--- src/rtl/parity_frame_tx_if.sv ---
// Byte handshake between the upstream parity generator and the frame transmitter.
interface parity_frame_tx_if;
   logic [7:0] data_in;
   logic       parity_in;
   logic       valid_in;
   logic       ready_out;

   modport master (
      output data_in,
      output parity_in,
      output valid_in,
      input  ready_out
   );

   modport slave (
      input  data_in,
      input  parity_in,
      input  valid_in,
      output ready_out
   );
endinterface

--- src/rtl/parity_frame_tx.sv ---
// Serial framer: start, 8 data bits LSB first, parity, stop; each bit held CLKS_PER_BIT cycles.
//
// state  | meaning
// IDLE   | line high, ready for a byte
// START  | start bit (0)
// DATA   | data bit bit_idx of the latched byte
// PARITY | latched parity bit
// STOP   | stop bit (1); frame_done pulses on exit
module parity_frame_tx #(
   parameter int CLKS_PER_BIT = 4,
   parameter int PARITY_ODD   = 0
) (
   input  logic               clk,
   input  logic               rst,
   parity_frame_tx_if.slave   up,
   output logic               tx_out,
   output logic               busy,
   output logic               frame_done
);

   localparam int CW = (CLKS_PER_BIT > 1) ? $clog2(CLKS_PER_BIT) : 1;
   localparam logic [CW-1:0] CYC_LAST = CW'(CLKS_PER_BIT - 1);
   localparam logic ODD_BIT = (PARITY_ODD != 0);

   typedef enum logic [2:0] {
      IDLE   = 3'd0,
      START  = 3'd1,
      DATA   = 3'd2,
      PARITY = 3'd3,
      STOP   = 3'd4
   } state_t;

   state_t        state, state_nxt;
   logic [CW-1:0] cyc_cnt, cyc_nxt;
   logic [2:0]    bit_idx, idx_nxt;
   logic [7:0]    data_q;
   logic          par_q;
   logic          latch;
   logic          tx_nxt;
   logic          done_nxt;
   logic          last;

   assign last = (cyc_cnt == CYC_LAST);

   always_ff @(posedge clk) begin
      if (rst) begin
         state        <= IDLE;
         cyc_cnt      <= '0;
         bit_idx      <= '0;
         data_q       <= '0;
         par_q        <= 1'b0;
         tx_out       <= 1'b1;
         up.ready_out <= 1'b1;
         busy         <= 1'b0;
         frame_done   <= 1'b0;
      end else begin
         state   <= state_nxt;
         cyc_cnt <= cyc_nxt;
         bit_idx <= idx_nxt;
         if (latch) begin
            data_q <= up.data_in;
            par_q  <= up.parity_in ^ ODD_BIT;
         end
         // outputs are registered from the next state so the line changes on the state edge
         tx_out       <= tx_nxt;
         up.ready_out <= (state_nxt == IDLE);
         busy         <= (state_nxt != IDLE);
         frame_done   <= done_nxt;
      end
   end

   always_comb begin
      state_nxt = state;
      cyc_nxt   = cyc_cnt;
      idx_nxt   = bit_idx;
      latch     = 1'b0;
      done_nxt  = 1'b0;

      if (state == IDLE) begin
         if (up.valid_in) begin
            latch     = 1'b1;
            state_nxt = START;
            cyc_nxt   = '0;
         end
      end else if (!last) begin
         cyc_nxt = cyc_cnt + CW'(1);
      end else begin
         cyc_nxt = '0;
         case (state)
            START: begin
               state_nxt = DATA;
               idx_nxt   = 3'd0;
            end
            DATA: begin
               idx_nxt = bit_idx + 3'd1;
               if (bit_idx == 3'd7) state_nxt = PARITY;
            end
            PARITY: state_nxt = STOP;
            STOP: begin
               state_nxt = IDLE;
               done_nxt  = 1'b1;
            end
            default: state_nxt = IDLE;
         endcase
      end

      case (state_nxt)
         START:   tx_nxt = 1'b0;
         DATA:    tx_nxt = data_q[idx_nxt];
         PARITY:  tx_nxt = par_q;
         default: tx_nxt = 1'b1;
      endcase
   end

endmodule

--- src/flat_wrapper.sv ---
// flat-port wrapper written by rule: the top's interface ports become plain ports
module parity_frame_tx_flat 
#(
   parameter int CLKS_PER_BIT = 4,
   parameter int PARITY_ODD   = 0
)
  (clk, rst, tx_out, busy, frame_done, up_data_in, up_parity_in, up_valid_in, up_ready_out);
  parity_frame_tx_if up_i ();
  input  logic clk;
  input  logic rst;
  output logic tx_out;
  output logic busy;
  output logic frame_done;
  input wire logic [$bits(up_i.data_in)-1:0] up_data_in;
  input wire logic [$bits(up_i.parity_in)-1:0] up_parity_in;
  input wire logic [$bits(up_i.valid_in)-1:0] up_valid_in;
  output wire logic [$bits(up_i.ready_out)-1:0] up_ready_out;
  assign up_i.data_in = up_data_in;
  assign up_i.parity_in = up_parity_in;
  assign up_i.valid_in = up_valid_in;
  assign up_ready_out = up_i.ready_out;
  parity_frame_tx #(.CLKS_PER_BIT(CLKS_PER_BIT), .PARITY_ODD(PARITY_ODD)) u_core (.clk(clk), .rst(rst), .up(up_i), .tx_out(tx_out), .busy(busy), .frame_done(frame_done));
endmodule
--- config.mk ---
export PLATFORM = sky130hd
export DESIGN_NAME = parity_frame_tx_flat
export DESIGN_NICKNAME = d
export VERILOG_FILES = /design/src/rtl/parity_frame_tx_if.sv /design/src/rtl/parity_frame_tx.sv /design/src/flat_wrapper.sv
export SDC_FILE = /design/constraint.sdc
export NUM_CORES = 1
export LEC_CHECK = 0
export CAP_MARGIN = 5
export CORE_MARGIN = 3
export CORE_UTILIZATION = 30
export DETAILED_ROUTE_END_ITERATION = 16
export PLACE_DENSITY = 0.57
export SLEW_MARGIN = 40
export SYNTH_ARGS = -nofsm -noshare
export SYNTH_HDL_FRONTEND = slang
export SYNTH_SLANG_ARGS = --single-unit
export TNS_END_PERCENT = 20
--- constraint.sdc ---
create_clock -name clk -period 1.8 [get_ports clk]
set_clock_uncertainty 0.15 [all_clocks]
set_input_delay 0.54 -clock clk [delete_from_list [all_inputs] [get_ports clk]]
set_output_delay 0.54 -clock clk [all_outputs]
set_load 0.05 [all_outputs]
==> key figures <==
Status
  – Status: finished, violations left
  – Violated checks: setup timing

GRT
  – Grt ovf: 0
  – Pin count of the biggest net entering global routing: 15
  – Number of global-route vias before repair: ~1,000
  – Initial antenna violation count: 0
  – First-pass GRT wire length: ~4.3 mm
  – GRT Util Overall: 0.131

Worst setup path
  – CP required: around 1.9 ns
  – Worst R2R Start: u_core.bit_idx[0]
  – RR Endpoint: u_core.tx_out
  – Crit path kind: reg -> reg
  – Worst path arrival time: just under 2 ns
  – CP Launch Type: flip-flop
  – R2R Setup Slk: -0.09 ns
  – CP Capture Type: flip-flop
  – CP max FO: 3
  – Reg2Reg Depth: 8

Clocking
  – Root Driver: clkbuf_4
  – CTS buffer count: 3
  – H-tree depth: 1
  – CTS Hold Bufs: 0
  – CTS Buffer Depth: 2
  – Clk Latency, worst-skew pair: ~0.3 ns
  – TritonCTS Sinks: 21
  – CTS tree: yes
  – Clock transition at path regs: 0.12 ns

Cells and area
  – Finished Cell Area: ~1500 um^2
  – Layout cells sized above 1: 0.321
  – Synthesis-to-finish area growth: 48.5%
  – Ant. Diodes: 0
  – Final Core Density: 0.485
  – Layout Nets: 178
  – Fill count: 333

Floorplanning
  – Die X: ~65 um
  – Row count: 20
  – I/O Pins: 16
  – Standard cell core area: 3150 um^2
  – Die Y: between 60 and 70 um
  – Die area: ~4200 um^2
  – Initial core utilization: 0.326

Placement
  – Pre-CTS WS: -0.216 ns
  – Post-DP Area: 1400 um^2
  – Gpl congestion: about 0.92
  – Port bufs: 15
  – Post-DP HPWL: roughly 1.8 mm

Pwr
  – P_leak: slightly below 0.0006 uW
  – Pwr/cell area: approximately 600 nW/um^2
  – Peak VDD IR: around 0.33 mV

Min path
  – Worst hold stages: 2
  – Hold Path Origin: u_core.data_q[2]
  – Hold Crit Class: reg -> reg
  – Worst hold endpoint: u_core.data_q[2]

Timing
  – Rel. slew slack: 0.800
  – Final hold viol count: 0
  – Fmax: between 500 and 600 MHz
  – Setup violation total in the final timing report: 1
  – Slew @ Worst Pin: 0.297 ns
  – Fin crit period: around 1.9 ns
  – Fin. max-slew vios: 0
  – Unrepaired setup endpoints after global routing: true
  – Period utilisation layout: 1.05
  – Final setup margin: -0.0894 ns

Yosys
  – Cells after synthesis: about 130
  – Area share of the largest cell type after synthesis: 0.409
  – Syn_nets: approximately 140
  – Yosys top cell by area: dfxtp_1
  – Main area contributors after synthesis: dfxtp_1 41%, nand2_1 8.8%, a21oi_1 8.3%
  – YS warnings: 0
  – Register area share after synthesis: 0.409
  – Yosys cell types: 34
  – Synth Area per Inst: slightly above 8 um^2
  – Mapped Area: between 1000 and 1500 um^2
  – #FFs+latches synth: 21

Drt
  – First-pass DRT Iterations: 4
  – Antenna Violating Nets Remaining: 0
  – DRC viols: 0
  – Via density: 5.00
  – DR iter-0 viols: 34
  – Final WL: between 2 and 3 mm
  – WL/cell: between 10 and 15 um
  – Via count: between 1,000 and 1,500

Run
  – MaxCap Viol Count: 0
-- logic make-up after synthesis --
logic type,Yosys count,synth area share
simple gates,52,0.260
compound gates,36,0.218
flops,21,0.409
buf+inv,13,0.0681
fa+ha+maj,3,0.0365
xor+xnor,1,0.00852
-- placed cells by master (no fill, tap or decap), types with 2 or more instances in the layout --
cell and instances:
inv_1 6, clkbuf_4 3, o2111ai_1 2, clkdlybuf4s50_1 11
buf_4 22, nor3_1 3, dfxtp_2 4, a21oi_1 13
nor2_1 4, o2111ai_2 2, nand2b_1 5, nand2_1 24
o21ai_0 6, nand4b_1 2, nand3_1 3, buf_12 5
ha_4 3, a21oi_2 4, a21o_1 2, dfxtp_1 17
-- synth_stat cells --
cell type / count
or3_1: 1
buf_4: 1
nand3b_1: 1
nand3_1: 3
o21a_1: 1
o21ai_2: 1
nor4_2: 1
a2bb2oi_1: 1
nor2_1: 5
o21ai_0: 6
nand4_1: 1
nand2_1: 24
nor4_1: 1
dfxtp_1: 21
buf_2: 2
clkbuf_1: 2
nand4b_1: 2
inv_1: 6
nor2b_1: 1
xor2_1: 1
a31oi_1: 1
nand4bb_1: 1
ha_1: 3
o2111ai_1: 4
nor3_1: 4
or2_4: 1
buf_6: 2
a21boi_2: 1
a21oi_1: 17
nand2b_1: 5
a32oi_1: 1
a22oi_1: 1
and2b_4: 1
a21o_1: 2
-- per-layer routing --
metal	wire [um]	vias up	global-route usage	share of wire
li1	-	515	-	-
met1	1150	495	0.155	0.46
met2	1240	18	0.222	0.49
met3	111	2	0.0295	0.044
met4	12	0	0.0633	0.0048
met5	0	-	0	0
-- registers in the layout (all words and copies together) (netlist names) --
register,cells
u_core.up.ready_out,1
u_core.busy,1
u_core.par_q,1
u_core.bit_idx,3
u_core.state,3
u_core.frame_done,1
u_core.cyc_cnt,2
u_core.tx_out,1
u_core.data_q,8
-- metrics by stage --
| step | instances | hold slack [ns] | TNS, ns | power, uW |
|---|---|---|---|---|
| final | 206 | 0.312 | -0.0894 | 917 |
| after global routing | 206 | 0.332 | -0.209 | 965 |
| after CTS | 205 | 0.315 | -0.0649 | 925 |
| after detailed placement | 199 | 0.298 | -1.91 | 693 |
| after global placement | 199 | 0.294 | -1.57 | 688 |
| after floorplan | 126 | 0.283 | 0 | 588 |
-- timing repair --
| item | CTS | global route |
|---|---|---|
| setup endpoints to repair | 1 | 3 |
| pin swaps | 2 | 4 |
| gates resized for setup | 9 | 9 |
| buffers inserted | 2 | 1 |
-- critical path, stage by stage, from the launching register on --
cell and delay (ns):
dfxtp_2 0.36, ha_4 0.16, ha_4 0.25, nand4b_1 0.11, a21oi_2 0.20, a21oi_2 0.07
o2111ai_1 0.10, nand4_1 0.16, a32oi_1 0.25
-- final cells by class --
type	count	area [um^2]	area share
Multi-Input combinational cell	92	611	0.400
Sequential cell	21	425	0.278
Timing Repair Buffer	39	387	0.253
Tap cell	44	55.1	0.0360
Clock buffer	3	22.5	0.0147
Inverter	6	22.5	0.0147
Clock inverter	1	5.00	0.00328
-- where the power goes --
group | total (uW) | leakage [uW] | switching [uW] | internal, uW
Sequential | 504 | 0.000174 | 15.4 | 489
Clock | 230 | 0.0000177 | 148 | 82.9
Combinational | 183 | 0.000388 | 86.3 | 96.5
Total | 917 | 0.000580 | 249 | 668
-- worst max-delay path by stage --
stage / startpoint / endpoint / slack, ns / cells after the start
3_3_place_gp: up_valid_in / u_core.busy / -0.21 / 6
2_1_floorplan: u_core.cyc_cnt[0] / u_core.tx_out / 0.05 / 8
5_1_grt: u_core.bit_idx[1] / u_core.tx_out / -0.14 / 8
4_1_cts: u_core.cyc_cnt[0] / u_core.tx_out / -0.06 / 7
3_5_place_dp: up_valid_in / u_core.busy / -0.22 / 6
6_report: u_core.bit_idx[0] / u_core.tx_out / -0.09 / 8
No activity file was read; power rests on OpenSTA's default activity.
